File: src/rtl/xbus_pkg.sv
// ---------------------------------------------------------------------------
// xbus_pkg
//
// Purpose:
//   Shared definitions for the xbus link transmitter.
//   - xbus_state_e  : transmitter FSM states (TRAIN, RUN, KALIVE).
//   - XBUS_MIN_SYNC : shortest training burst the receiver can lock onto.
//   - xbus_cnt_width: width of the training burst counter for a burst length.
//
// Ports: none (package).
// ---------------------------------------------------------------------------
package xbus_pkg;

  // The receiver needs at least this many sync symbols to find the boundary.
  localparam int XBUS_MIN_SYNC = 8;

  // KALIVE is only reachable when the keep-alive feature is compiled in.
  typedef enum logic [1:0] {
    TRAIN  = 2'd0,
    RUN    = 2'd1,
    KALIVE = 2'd2
  } xbus_state_e;

  // The burst counter must hold the value SYNC_LEN itself and is never
  // narrower than 6 bits so that short bursts share one counter layout.
  function automatic int xbus_cnt_width(input int sync_len);
    int w;
    w = $clog2(sync_len + 1);
    if (w < 6) begin
      w = 6;
    end
    return w;
  endfunction

endpackage

File: src/rtl/xbus_sync_tx.sv
// ---------------------------------------------------------------------------
// xbus_sync_tx
//
// Purpose:
//   Link transmitter. After reset (or a retrain request) it sends a training
//   burst of SYNC_LEN sync symbols, then streams upstream words one per cycle.
//   Cycles without a word are filled with sync symbols so the link never
//   goes silent.
//
// Optional feature (macro XBUS_SYNC_TX_KEEPALIVE_EN):
//   Counts accepted beats; every KA_PERIOD beats the transmitter inserts a
//   keep-alive burst (same shape as a training burst) and then resumes.
//   Without the macro the transmitter stays in RUN until retrain or reset.
//
// Parameters:
//   DW        - data width
//   SYNC_LEN  - sync symbols per training / keep-alive burst (>= 8)
//   KA_PERIOD - accepted beats between keep-alive bursts
//
// Ports:
//   clk_i      in   clock, all logic on the rising edge
//   rst_i      in   synchronous active-high reset
//   retrain_i  in   level request to restart training
//   dat_i      in   upstream word
//   valid_i    in   dat_i is valid
//   ready_o    out  dat_i is accepted this cycle (valid_i && ready_o)
//   sync_o     out  registered sync symbol
//   dv_o       out  registered data valid
//   dat_o      out  registered link data
//   training_o out  high while a training or keep-alive burst is running
// ---------------------------------------------------------------------------
module xbus_sync_tx
  import xbus_pkg::*;
#(
  parameter int DW        = 32,
  parameter int SYNC_LEN  = 16,
  parameter int KA_PERIOD = 1024
) (
  input  logic          clk_i,
  input  logic          rst_i,
  input  logic          retrain_i,
  input  logic [DW-1:0] dat_i,
  input  logic          valid_i,
  output logic          ready_o,
  output logic          sync_o,
  output logic          dv_o,
  output logic [DW-1:0] dat_o,
  output logic          training_o
);

  localparam int CW = xbus_cnt_width(SYNC_LEN);
  localparam logic [CW-1:0] SYNC_LAST = CW'(SYNC_LEN);

  // Refuse to build a transmitter whose bursts the receiver cannot lock onto.
  if (SYNC_LEN < XBUS_MIN_SYNC) begin : g_sync_len_chk
    $error("xbus_sync_tx: SYNC_LEN (%0d) must be at least %0d", SYNC_LEN, XBUS_MIN_SYNC);
  end

  // A keep-alive period of zero beats would never let data through.
  if (KA_PERIOD < 1) begin : g_ka_period_chk
    $error("xbus_sync_tx: KA_PERIOD (%0d) must be at least 1", KA_PERIOD);
  end

  xbus_state_e   state_q, state_d;
  logic [CW-1:0] cnt_q, cnt_d;
  logic          sync_q, sync_d;
  logic          dv_q, dv_d;
  logic [DW-1:0] dat_q, dat_d;
  logic          accept;

`ifdef XBUS_SYNC_TX_KEEPALIVE_EN
  localparam int BW = (KA_PERIOD < 2) ? 1 : $clog2(KA_PERIOD + 1);
  localparam logic [BW-1:0] KA_LAST = BW'(KA_PERIOD - 1);

  logic [BW-1:0] beat_q, beat_d;
`endif

  // Upstream handshake: words are only taken in RUN, and a retrain request
  // wins over a pending word so nothing is half-sent into a training burst.
  always_comb begin
    ready_o    = (state_q == RUN) && !retrain_i;
    accept     = valid_i && ready_o;
    training_o = (state_q != RUN);
  end

  // Next-state logic. Every cycle that does not carry an accepted word sends
  // a sync symbol, so training bursts and idle fill look identical on the
  // wire. A burst runs the counter from 0 up to SYNC_LEN: the SYNC_LEN edges
  // that count up produce the burst's sync symbols, and the edge that finds
  // the counter at SYNC_LEN enters RUN while emitting the first idle fill.
  always_comb begin
    state_d = state_q;
    cnt_d   = cnt_q;
    sync_d  = 1'b1;
    dv_d    = 1'b0;
    dat_d   = dat_q;
`ifdef XBUS_SYNC_TX_KEEPALIVE_EN
    beat_d  = beat_q;
`endif

    case (state_q)
`ifdef XBUS_SYNC_TX_KEEPALIVE_EN
      TRAIN, KALIVE: begin
`else
      TRAIN: begin
`endif
        if (retrain_i) begin
          state_d = TRAIN;
          cnt_d   = '0;
`ifdef XBUS_SYNC_TX_KEEPALIVE_EN
          beat_d  = '0;
`endif
        end else if (cnt_q == SYNC_LAST) begin
          state_d = RUN;
          cnt_d   = '0;
`ifdef XBUS_SYNC_TX_KEEPALIVE_EN
          beat_d  = '0;
`endif
        end else begin
          cnt_d = cnt_q + CW'(1);
        end
      end

      RUN: begin
        if (retrain_i) begin
          state_d = TRAIN;
          cnt_d   = '0;
`ifdef XBUS_SYNC_TX_KEEPALIVE_EN
          beat_d  = '0;
`endif
        end else if (accept) begin
          sync_d = 1'b0;
          dv_d   = 1'b1;
          dat_d  = dat_i;
`ifdef XBUS_SYNC_TX_KEEPALIVE_EN
          // The beat that completes the period still goes out; the
          // keep-alive burst starts on the following cycle.
          beat_d = beat_q + BW'(1);
          if (beat_q == KA_LAST) begin
            state_d = KALIVE;
            cnt_d   = '0;
          end
`endif
        end
      end

      default: begin
        state_d = TRAIN;
        cnt_d   = '0;
      end
    endcase
  end

  // State and output registers. Reset parks the link silent (no sync, no
  // data) and drops any word in flight; the first edge after reset starts
  // the training burst.
  always_ff @(posedge clk_i) begin
    if (rst_i) begin
      state_q <= TRAIN;
      cnt_q   <= '0;
      sync_q  <= 1'b0;
      dv_q    <= 1'b0;
      dat_q   <= '0;
    end else begin
      state_q <= state_d;
      cnt_q   <= cnt_d;
      sync_q  <= sync_d;
      dv_q    <= dv_d;
      dat_q   <= dat_d;
    end
  end

`ifdef XBUS_SYNC_TX_KEEPALIVE_EN
  // Accepted-beat counter for keep-alive scheduling. Idle fill leaves it
  // alone; retrain, reset and the end of a keep-alive burst clear it.
  always_ff @(posedge clk_i) begin
    if (rst_i) begin
      beat_q <= '0;
    end else begin
      beat_q <= beat_d;
    end
  end
`endif

  // Drive the link directly from the registers.
  always_comb begin
    sync_o = sync_q;
    dv_o   = dv_q;
    dat_o  = dat_q;
  end

endmodule

File: config.mk
export PLATFORM = sky130hd
export DESIGN_NAME = xbus_sync_tx
export DESIGN_NICKNAME = d
export VERILOG_FILES = /design/src/rtl/xbus_pkg.sv /design/src/rtl/xbus_sync_tx.sv
export SDC_FILE = /design/constraint.sdc
export NUM_CORES = 1
export LEC_CHECK = 0
export ABC_CLOCK_PERIOD_IN_PS = 1400
export BUFFER_PORTS_ARGS = -buffer_cell sky130_fd_sc_hd__buf_4
export CAP_MARGIN = 10
export CORE_MARGIN = 2
export CORE_UTILIZATION = 46
export CTS_BUF_LIST = sky130_fd_sc_hd__clkbuf_4
export DETAILED_ROUTE_END_ITERATION = 6
export PLACE_DENSITY_LB_ADDON = 0.3
export SYNTH_ARGS = -nofsm -noshare
export SYNTH_HDL_FRONTEND = slang
export SYNTH_SLANG_ARGS = --single-unit
File: constraint.sdc
create_clock -name clk_i -period 1.4 [get_ports clk_i]
set_input_delay 0.21 -clock clk_i [delete_from_list [all_inputs] [get_ports clk_i]]
set_output_delay 0.21 -clock clk_i [all_outputs]
set_load 0.005 [all_outputs]
==> flow_metrics.env <==
export IMPL_status="complete, no violations"
export IMPL_p_leak_nw=0.9559
export IMPL_yosysWarnings=0
export IMPL_cp_arrival_ns=1.54
export IMPL_critPathKind="reg -> reg"
export IMPL_worst_pin_slew_ns=0.3485
export IMPL_dieArea_sq_um=3527
export IMPL_clock_sinks=41
export IMPL_die_h_microns=59.39
export IMPL_cts_root_buf="clkbuf_4"
export IMPL_wl_per_cell_microns=14.10
export IMPL_ys_ff_latch=41
export IMPL_path_clk_slew_ns=0.12
export IMPL_grt_pass1_vias=1072
export IMPL_nFillCells=240
export IMPL_finalPower_mw=2.030
export IMPL_regArea_sq_um=820.8
export IMPL_synth_nets=154
export IMPL_diodes=0
export IMPL_post_cts_resized=0
export IMPL_cts_buffers=5
export IMPL_core_area_sq_um=2978
export IMPL_fin_nets=226
export IMPL_yosysUniqueCellTypes=28
export IMPL_grt_overflow_total=0
export IMPL_synth_area_sq_um=1411
export IMPL_hp_class="in -> reg"
export IMPL_max_freq_mhz=786.5
export IMPL_instances_no_fill=222
export IMPL_place_hpwl_microns=2236
export IMPL_clk_latency_ns=0.35
export IMPL_yosysTopAreaCellShare_pct=58.16
export IMPL_antenna_found_initial=0
export IMPL_synth_largest_area_cell="dfxtp_1"
export IMPL_seq_area_frac_synth_pct=58.16
export IMPL_final_min_clock_period_ns=1.271
export IMPL_endpoint_kind="flop"
export IMPL_reg2reg_slack_ns=0.13
export IMPL_via_per_inst=5.140
export IMPL_placed_cell_area_sq_um=1956
export IMPL_drive_gt1_share_pct=44.44
export IMPL_drv_slew=0
export IMPL_design_area_sq_um=2034
export IMPL_io_buffers=71
export IMPL_setup_violations=0
export IMPL_start_kind="flop"
export IMPL_antenna_left=0
export IMPL_vias=1141
export IMPL_grt_setup_unrepaired="no"
export IMPL_cap_violations=0
export IMPL_post_cts_buffers=0
export IMPL_syn_to_final_growth_pct=44.15
export IMPL_hold_viol=0
export IMPL_ir_drop_mv=0.5366
export IMPL_cts_tree="built"
export IMPL_synthCells=116
export IMPL_place_gp_congestion=0.8540
export IMPL_clockBufferDepth=2
export IMPL_grt_pass1_wl_microns=4933
export IMPL_start_util_pct=47.39
export IMPL_track_usage_pct=18.80
export IMPL_first_pass_iters=4
export IMPL_first_iter_violations=75
export IMPL_dp_cells=214
export IMPL_drc=0
export IMPL_slew_headroom_pct=76.77
export IMPL_post_route_period_util_pct=90.82
export IMPL_multi_input_area_sq_um=501.7
export IMPL_finClkSkew_ns=0.01306
export IMPL_required_ns=1.67
export IMPL_cts_hold_fix_buffers=0
export IMPL_grt_max_degree=34
export IMPL_fin_tns_setup_ns=0
export IMPL_syn_avg_cell_area_sq_um=12.17
export IMPL_wl_microns=3130
export IMPL_row_count=20
export IMPL_die_x_microns=59.39
export IMPL_synthTopCellsByArea="dfxtp_1 (58%), a22o_1 (20%), buf_6 (4.0%), ha_1 (1.8%), nand4b_4 (1.7%)"
export IMPL_pwr_density_cell_nw_per_um2=997.8
export IMPL_cp_max_fo=4
export IMPL_io_pin_count=72
export IMPL_htreeDepth=2
## path summary, 6_finish.rpt
check                        startpoint                     to  depth (start not counted)
setup / recovery  cnt_q[1]$_SDFFE_PP0P_  cnt_q[4]$_SDFFE_PP0P_                          4
hold / removal                 dat_i[8]  dat_o[8]$_SDFFE_PP0P_                          2
setup reg to reg  cnt_q[1]$_SDFFE_PP0P_  cnt_q[4]$_SDFFE_PP0P_                          4
hold reg to reg   dat_o[1]$_SDFFE_PP0P_  dat_o[1]$_SDFFE_PP0P_                          1
## cells in the final DEF, fill, tap and decap left out, types with 2 or more instances in the layout
| cell type | netlist | routed |
|---|---|---|
| or3_1 | 3 | 3 |
| dfxtp_1 | 41 | 41 |
| nand3_1 | 2 | 2 |
| nand2_1 | 4 | 4 |
| inv_1 | 3 | 3 |
| ha_1 | 2 | 2 |
| clkbuf_4 | 1 | 5 |
| nor2_1 | 4 | 4 |
| buf_4 | 0 | 72 |
| buf_12 | 0 | 2 |
| a22o_1 | 32 | 32 |
## final cells by class
type                    instances  share of cell area [%]
clock inverters                 3                   2.030
multi-input cells              63                   24.66
clock buffers                   5                   1.845
well taps                      33                   2.030
repair buffers                 74                   28.54
inverters                       3                  0.5535
flip-flops and latches         41                   40.34
## routing by layer
metal / up-vias / track usage [%] / part of all wire [%]
met5: - / 0 / 0
met3: 4 / 7.424 / 6.2
met2: 32 / 28.89 / 48
met4: 0 / 9.740 / 1.4
met1: 539 / 22.57 / 45
li1: 566 / - / -
## logic make-up (layout without fill, tap and decap cells)
group / count (synthesis) / in the layout / synth area share (%)
adder cells (fa/ha/maj): 2 / 2 / 1.773
flip-flops: 41 / 41 / 58.16
AND/OR/NAND/NOR: 19 / 19 / 8.687
buffers and inverters: 12 / 85 / 6.294
multiplexers: 1 / 1 / 0.7092
XOR/XNOR: 2 / 2 / 1.241
AO/OA/AOI/OAI: 39 / 39 / 23.14
## cells in the mapped netlist
cell type / count
o21a_1: 1
or2_0: 1
nand2_1: 4
nor2b_4: 1
inv_1: 3
nand3_1: 2
nor2_1: 4
o211ai_1: 1
a22o_1: 32
o22ai_1: 1
dfxtp_1: 41
mux2i_1: 1
buf_2: 2
nor2b_1: 1
ha_1: 2
o21ai_0: 1
a31oi_1: 1
xor2_1: 1
buf_6: 5
a21oi_1: 1
xnor2_1: 1
nor3_1: 1
nand4b_4: 1
clkbuf_4: 1
and3b_1: 1
a21oi_2: 1
clkbuf_1: 1
or3_1: 3
## registers in the layout (all words and copies together) (netlist names)
| register | cells |
|---|---|
| state_q | 1 |
| sync_o | 1 |
| dat_o | 32 |
| cnt_q | 6 |
| dv_o | 1 |
## per-stage QoR
stage,setup slack (ns),utilization (%),hold slack [ns]
5_1_grt,0.01555,68.32,0.03866
3_3_place_gp,0.2120,65.67,0.4202
3_5_place_dp,0.1742,65.67,0.4251
4_1_cts,0.1085,68.32,0.04367
2_1_floorplan,0.1767,-,0.3355
6_report,0.1286,68.32,0.06044
## report_power, final
group	internal, mW	switching (mW)	total (mW)	leakage (nW)
Clock	0.370	0.368	0.738	0.0389
Sequential	1.17	0.00459	1.17	0.331
Combinational	0.0750	0.0424	0.117	0.586
## critical path, stage by stage, from the launching register on
cell and delay [ns]:
dfxtp_1 0.44, ha_1 0.21, nand3_1 0.09, or3_1 0.32
a31oi_1 0.15
Power figures use the tool's default switching activity.
